`src/rtl/ahb_pkg.sv`:
```
// ---------------------------------------------------------------------------
// ahb_pkg
// Shared definitions for the 2-master AHB fabric:
//   - HTRANS encodings
//   - arbiter state encoding (PARK / OWN1 / OWN2)
//   - master index constants (M1 = master 1, M2 = master 2)
//   - htrans_active(): true for transfers that move data (NONSEQ / SEQ)
// ---------------------------------------------------------------------------
package ahb_pkg;

    localparam logic [1:0] HTRANS_IDLE   = 2'b00;
    localparam logic [1:0] HTRANS_BUSY   = 2'b01;
    localparam logic [1:0] HTRANS_NONSEQ = 2'b10;
    localparam logic [1:0] HTRANS_SEQ    = 2'b11;

    localparam logic M1 = 1'b0;
    localparam logic M2 = 1'b1;

    typedef enum logic [1:0] {
        PARK = 2'b00,
        OWN1 = 2'b01,
        OWN2 = 2'b10
    } arb_state_e;

    function automatic logic htrans_active(input logic [1:0] trans);
        return (trans == HTRANS_NONSEQ) || (trans == HTRANS_SEQ);
    endfunction

endpackage

```
`src/rtl/ahb_rr_pick.sv`:
```
// ---------------------------------------------------------------------------
// ahb_rr_pick
// Combinational two-way round-robin chooser.
//   req[1:0]  in   request vector, bit0 = master 1, bit1 = master 2
//   last      in   index of the master that last won the bus
//   dflt      in   index returned when nobody requests
//   win       out  chosen master index
//   any       out  at least one request is pending
// ---------------------------------------------------------------------------
module ahb_rr_pick
    import ahb_pkg::*;
(
    input  logic [1:0] req,
    input  logic       last,
    input  logic       dflt,
    output logic       win,
    output logic       any
);

    // Lone requester wins outright; with contention the master that did not
    // win last time gets the bus.
    always_comb begin
        win = dflt;
        any = 1'b0;
        case (req)
            2'b01: begin
                win = M1;
                any = 1'b1;
            end
            2'b10: begin
                win = M2;
                any = 1'b1;
            end
            2'b11: begin
                win = ~last;
                any = 1'b1;
            end
            default: begin
                win = dflt;
                any = 1'b0;
            end
        endcase
    end

endmodule

```
`src/rtl/ahb_arbiter_2m.sv`:
```
// ---------------------------------------------------------------------------
// ahb_arbiter_2m
// Round-robin bus arbiter for two AHB masters with a tenure cap.
// Optional feature macro: AHB_ARB_LOCK_EN (honour hlock_1 / hlock_2 locked
// sequences; when undefined the lock inputs are ignored, hmastlock is 0).
// Ports:
//   hclk, hresetn           clock, asynchronous active-low reset
//   hbusreq_1, hbusreq_2    bus requests
//   hlock_1, hlock_2        locked-sequence requests
//   htrans                  htrans of the current address-phase owner
//   hready                  transfer done
//   hgrant_1, hgrant_2      one-hot grants (registered)
//   hmaster                 address-phase owner (0 = m1, 1 = m2)
//   hmaster_d               data-phase owner, hwdata mux select
//   hmastlock               current address phase is locked
// ---------------------------------------------------------------------------
module ahb_arbiter_2m
    import ahb_pkg::*;
#(
    parameter int   MAX_HOLD       = 16,
    parameter logic DEFAULT_MASTER = 1'b0
) (
    input  logic       hclk,
    input  logic       hresetn,
    input  logic       hbusreq_1,
    input  logic       hbusreq_2,
    input  logic       hlock_1,
    input  logic       hlock_2,
    input  logic [1:0] htrans,
    input  logic       hready,
    output logic       hgrant_1,
    output logic       hgrant_2,
    output logic       hmaster,
    output logic       hmaster_d,
    output logic       hmastlock
);

    localparam int               CNT_W     = $clog2(MAX_HOLD + 1);
    localparam logic [CNT_W-1:0] HOLD_LAST = CNT_W'(MAX_HOLD - 1);
    localparam logic [CNT_W-1:0] CNT_ONE   = CNT_W'(1);

    arb_state_e       state_r,     state_nxt_s;
    logic             grant_r,     grant_nxt_s;
    logic             rr_last_r,   rr_last_nxt_s;
    logic [CNT_W-1:0] hold_cnt_r,  hold_cnt_nxt_s;
    logic             hmaster_r,   hmaster_nxt_s;
    logic             hmaster_d_r, hmaster_d_nxt_s;
    logic             hmastlock_r, hmastlock_nxt_s;

    logic [1:0] req_s;
    logic       owner_req_s;
    logic       other_req_s;
    logic       owner_lock_s;
    logic       beat_s;
    logic       cap_s;
    logic       release_s;
    logic       park_s;
    logic       arb_point_s;
    logic       pick_win_s;
    logic       pick_any_s;

    assign req_s       = {hbusreq_2, hbusreq_1};
    assign owner_req_s = grant_r ? hbusreq_2 : hbusreq_1;
    assign other_req_s = grant_r ? hbusreq_1 : hbusreq_2;

`ifdef AHB_ARB_LOCK_EN
    assign owner_lock_s = grant_r ? hlock_2 : hlock_1;
`else
    // Lock requests have no effect in this build; the AND keeps the inputs
    // referenced so the port list is identical in both builds.
    assign owner_lock_s = 1'b0 & (hlock_1 | hlock_2);
`endif

    assign beat_s    = hready & htrans_active(htrans);
    // Cap only bites when there is someone to hand over to.
    assign cap_s     = (hold_cnt_r == HOLD_LAST) & htrans_active(htrans) & other_req_s;
    assign release_s = ~owner_req_s | (htrans == HTRANS_IDLE) | cap_s;
    assign park_s    = (state_r == PARK);
    // A locked owner keeps the bus; only a parked grant re-arbitrates then.
    assign arb_point_s = hready & (park_s | (release_s & ~owner_lock_s));

    ahb_rr_pick u_pick (
        .req  (req_s),
        .last (rr_last_r),
        .dflt (DEFAULT_MASTER),
        .win  (pick_win_s),
        .any  (pick_any_s)
    );

    // Next-state, grant, round-robin history, tenure counter and phase owners.
    always_comb begin
        state_nxt_s     = state_r;
        grant_nxt_s     = grant_r;
        rr_last_nxt_s   = rr_last_r;
        hold_cnt_nxt_s  = hold_cnt_r;
        hmaster_nxt_s   = hmaster_r;
        hmaster_d_nxt_s = hmaster_d_r;
        hmastlock_nxt_s = hmastlock_r;

        if (arb_point_s) begin
            grant_nxt_s = pick_win_s;
            if (!pick_any_s) begin
                state_nxt_s = PARK;
            end else if (pick_win_s == M2) begin
                state_nxt_s = OWN2;
            end else begin
                state_nxt_s = OWN1;
            end
        end else begin
            grant_nxt_s = grant_r;
            state_nxt_s = state_r;
        end

        if (arb_point_s && (pick_win_s != grant_r)) begin
            rr_last_nxt_s  = pick_win_s;
            hold_cnt_nxt_s = '0;
        end else if (beat_s && !owner_lock_s && (hold_cnt_r != HOLD_LAST)) begin
            hold_cnt_nxt_s = hold_cnt_r + CNT_ONE;
        end else begin
            hold_cnt_nxt_s = hold_cnt_r;
        end

        // Address and data phase owners advance only on completed transfers.
        if (hready) begin
            hmaster_nxt_s   = grant_r;
            hmaster_d_nxt_s = hmaster_r;
            hmastlock_nxt_s = owner_lock_s;
        end else begin
            hmaster_nxt_s   = hmaster_r;
            hmaster_d_nxt_s = hmaster_d_r;
            hmastlock_nxt_s = hmastlock_r;
        end
    end

    // Arbiter state registers.
    always_ff @(posedge hclk or negedge hresetn) begin
        if (!hresetn) begin
            state_r     <= PARK;
            grant_r     <= DEFAULT_MASTER;
            rr_last_r   <= DEFAULT_MASTER;
            hold_cnt_r  <= '0;
            hmaster_r   <= DEFAULT_MASTER;
            hmaster_d_r <= DEFAULT_MASTER;
            hmastlock_r <= 1'b0;
        end else begin
            state_r     <= state_nxt_s;
            grant_r     <= grant_nxt_s;
            rr_last_r   <= rr_last_nxt_s;
            hold_cnt_r  <= hold_cnt_nxt_s;
            hmaster_r   <= hmaster_nxt_s;
            hmaster_d_r <= hmaster_d_nxt_s;
            hmastlock_r <= hmastlock_nxt_s;
        end
    end

    assign hgrant_1  = ~grant_r;
    assign hgrant_2  = grant_r;
    assign hmaster   = hmaster_r;
    assign hmaster_d = hmaster_d_r;
    assign hmastlock = hmastlock_r;

endmodule

```
`config.mk`:
```
export PLATFORM = sky130hd
export DESIGN_NAME = ahb_arbiter_2m
export DESIGN_NICKNAME = d
export VERILOG_FILES = /design/src/rtl/ahb_pkg.sv /design/src/rtl/ahb_rr_pick.sv /design/src/rtl/ahb_arbiter_2m.sv
export SDC_FILE = /design/constraint.sdc
export NUM_CORES = 1
export LEC_CHECK = 0
export BUFFER_PORTS_ARGS = -buffer_cell sky130_fd_sc_hd__buf_2
export CAP_MARGIN = 25
export CORE_AREA = 2 2 39 41
export DETAILED_ROUTE_END_ITERATION = 8
export DIE_AREA = 0 0 41 43
export PLACE_DENSITY = 0.67
export SLEW_MARGIN = 10
export SYNTH_ARGS = -nofsm -noshare
export SYNTH_HDL_FRONTEND = slang
export SYNTH_SLANG_ARGS = --single-unit
```
`constraint.sdc`:
```
create_clock -name hclk -period 4.63 [get_ports hclk]
set_input_delay 0.6945 -clock hclk [delete_from_list [all_inputs] [get_ports hclk]]
set_output_delay 0.6945 -clock hclk [all_outputs]
set_load 0.05 [all_outputs]
```
==> impl_metrics.toml <==
[place]
gp_congestion = 0.635
place_ws_ns = 2.63
dp.cells = 74
hpwl_um = 666
port_buffers = 10

[drt]
drtIter0Drc = 0
ant_nets = 0
drt-total-wl_um = 860
via_per_inst = 4.82
wl_per_cell_um = 11.0
routed-via-count = 376
firstDrtPassIters = 1
drc = 0

[sta]
final_hold_viol_count = 0
fin_skew_ns = 0.00197
rsz0062_at_grt = "no"
maxSlewViolCount = 0
finalHoldWorstSlack_ns = 0.287
fin_tns_setup_ns = 0
layout_min_cycle_time_ns = 1.98
period_share_pct = 42.9
fmax_mhz = 504
report.final.setup_viol = 0
setup_ws_ns = 2.65

[synthesis]
ys_ff_latch = 11
synth_fa_ha_area_share_pct = 4.34
synth_fp_nets = 62
synth-simple-area-share_pct = 12.4
synth_cells = 51
synth_compound_area_share_pct = 16.1
ys_seq_area_share_pct = 47.7
synth-xor-area-share_pct = 6.07
syn_area_sq_um = 577
yosysWarnings = 0
synthMuxAreaShare_pct = 7.38
synth_top_family_by_area = "compound AO/OA/AOI/OAI gates"
synth_cell_types = 26
syn_avg_cell_area_sq_um = 11.3

[clocking]
h-tree-depth = 1
clk_pin_slew_ns = 0.07
post_cts_buffers = 0
clock_sinks = 11
cts_tree = "yes"
insertion_delay_ns = 0.26
root_buffer = "clkbuf_4"
cts_resized = 0
ctsHoldBuffers = 0
cts_buffer_depth = 2
cts_made_buffers = 3

[setup_path]
worstPathArrival_ns = 2.14
worstPathRequired_ns = 4.78
r2r_slack_ns = 2.65
path_class = "reg2reg"
worstPathMaxFanout = 7
endpoint_kind = "register"
cp-start-kind = "register"

[floorplanning]
rows = 14
start_util_pct = 41.7
dieArea_sq_mm = 0.00176
io_pins = 14
die_w_um = 41
coreArea_sq_mm = 0.00138
die_h_um = 43

[pwr]
power_frac_comb_pct = 38.7
p_sw_share_pct = 40.2
ir_drop_mv = 0.203
power.switching_uw = 143
powerDensity_mw_per_mm2 = 546
p_leak_uw = 0.000326
intPower_uw = 213
clockPowerShare_pct = 17.6
power_frac_seq_pct = 43.7

[status]
status = "finished, final reports clean"

[cells_and_area]
insertedDiodeCount = 0
fill_cells = 135
final_cells = 78
drive_gt1_share_pct = 32.3
fin_nets = 74
final_core_util_pct = 47.2
syn_to_final_growth_pct = 13.2

[grt]
grt_use_total_pct = 12.7
grt_max_degree = 12
antenna_found_initial = 0
grt_pass1_vias = 355
grt-ovfl-total = 0
grt_pass1_wl_mm = 1.48

[run]
maxCapViolCount = 0

[hold_path]
hold_path_class = "in2async"
## cell type report
class / count / area (sq um) / area share [%]
Clock buffer: 4 / 26.3 / 4.02
Timing Repair Buffer: 10 / 50.0 / 7.66
Sequential cell: 11 / 275 / 42.1
Tap cell: 16 / 20.0 / 3.07
Multi-Input combinational cell: 34 / 270 / 41.4
Inverter: 3 / 11.3 / 1.72
## metal layers
metal  GRT usage, %  vias to the layer above  routed length, um
met5              0                        -                  0
met2           16.6                        9                359
met3           3.14                        2                 51
li1               -                      194                  -
met1           18.1                      171                439
met4           8.00                        0                  8
## stage by stage
step	cell area, sq um	total power [uW]
finish	653	356
global route	653	383
CTS	653	363
detailed placement	627	298
global placement	627	294
floorplan	577	270
## cell families after synthesis
kind of cell / count (synthesis)
AND/OR/NAND/NOR: 13
other: 1
AO/OA/AOI/OAI: 10
XOR/XNOR: 4
multiplexers: 4
buffers and inverters: 6
flip-flops: 11
adder cells (fa/ha/maj): 2
## layout by cell type, fill, tap and decap left out, drive strengths merged
master and count:
a2bb2oi 1, xor2 2, mux2i 2, buf 10
a21boi 1, nand2 2, inv 3, a211oi 1
clkbuf 4, mux2 2, nor2 6, nor2b 1
a21o 2, and3 1, and3b 1, nand4 1
and4 1, dfrtp 11, o31ai 1, conb 1
ha 2, o21ai 3, xnor2 2, o22ai 1
## critical path: stages, from the launching register on
cell     delay (ns)
dfrtp_1        0.40
ha_1           0.21
and3_1         0.18
ha_1           0.18
and4_1         0.22
o31ai_4        0.41
nor2b_2        0.11
a21o_1         0.17
## power groups by stage
| stage | combinational, uW | clock, uW | sequential [uW] |
|---|---|---|---|
| floorplan | 89.4 | 0 | 181 |
| global placement | 137 | 0 | 156 |
| detailed placement | 140 | 0 | 158 |
| CTS | 140 | 66.5 | 156 |
| global route | 151 | 71.4 | 161 |
| finish | 138 | 62.9 | 156 |
## path summary, 6_finish.rpt
kind                               to  cells past startpoint           from
hold / removal             state_r[0]                      1        hresetn
setup / recovery             hgrant_2                      7  hold_cnt_r[0]
max in group asynchronous     hmaster                      1        hresetn
min in group hclk          state_r[1]                      1     state_r[1]
setup reg to reg             hgrant_2                      7  hold_cnt_r[0]
hold reg to reg            state_r[1]                      1     state_r[1]
## synth_stat cells
master     count  area share (%)
a211oi_2       1             2.2
a21boi_0       1             1.3
a21o_1         2             2.6
a2bb2oi_2      1             2.6
and3_1         1             1.1
and3b_1        1             1.5
and4_1         1             1.5
buf_2          1            0.87
buf_4          2             2.6
conb_1         1            0.65
dfrtp_1       11              48
ha_1           2             4.3
inv_1          3             2.0
mux2_2         2             3.9
mux2i_1        2             3.5
nand2_1        2             1.3
nand4_1        1             1.1
nor2_1         5             3.3
nor2_2         1             1.1
nor2b_2        1             1.5
o21ai_0        2             1.7
o21ai_1        1            0.87
o22ai_1        1             1.1
o31ai_4        1             3.7
xnor2_1        2             3.0
xor2_1         2             3.0
## state kept, by name (all words and copies together) (netlist names)
register    cells
hold_cnt_r      5
state_r         2
hgrant_2        1
hmaster         1
hmaster_d       1
rr_last_r       1
Note: power is estimated with default switching activity, not from simulation.
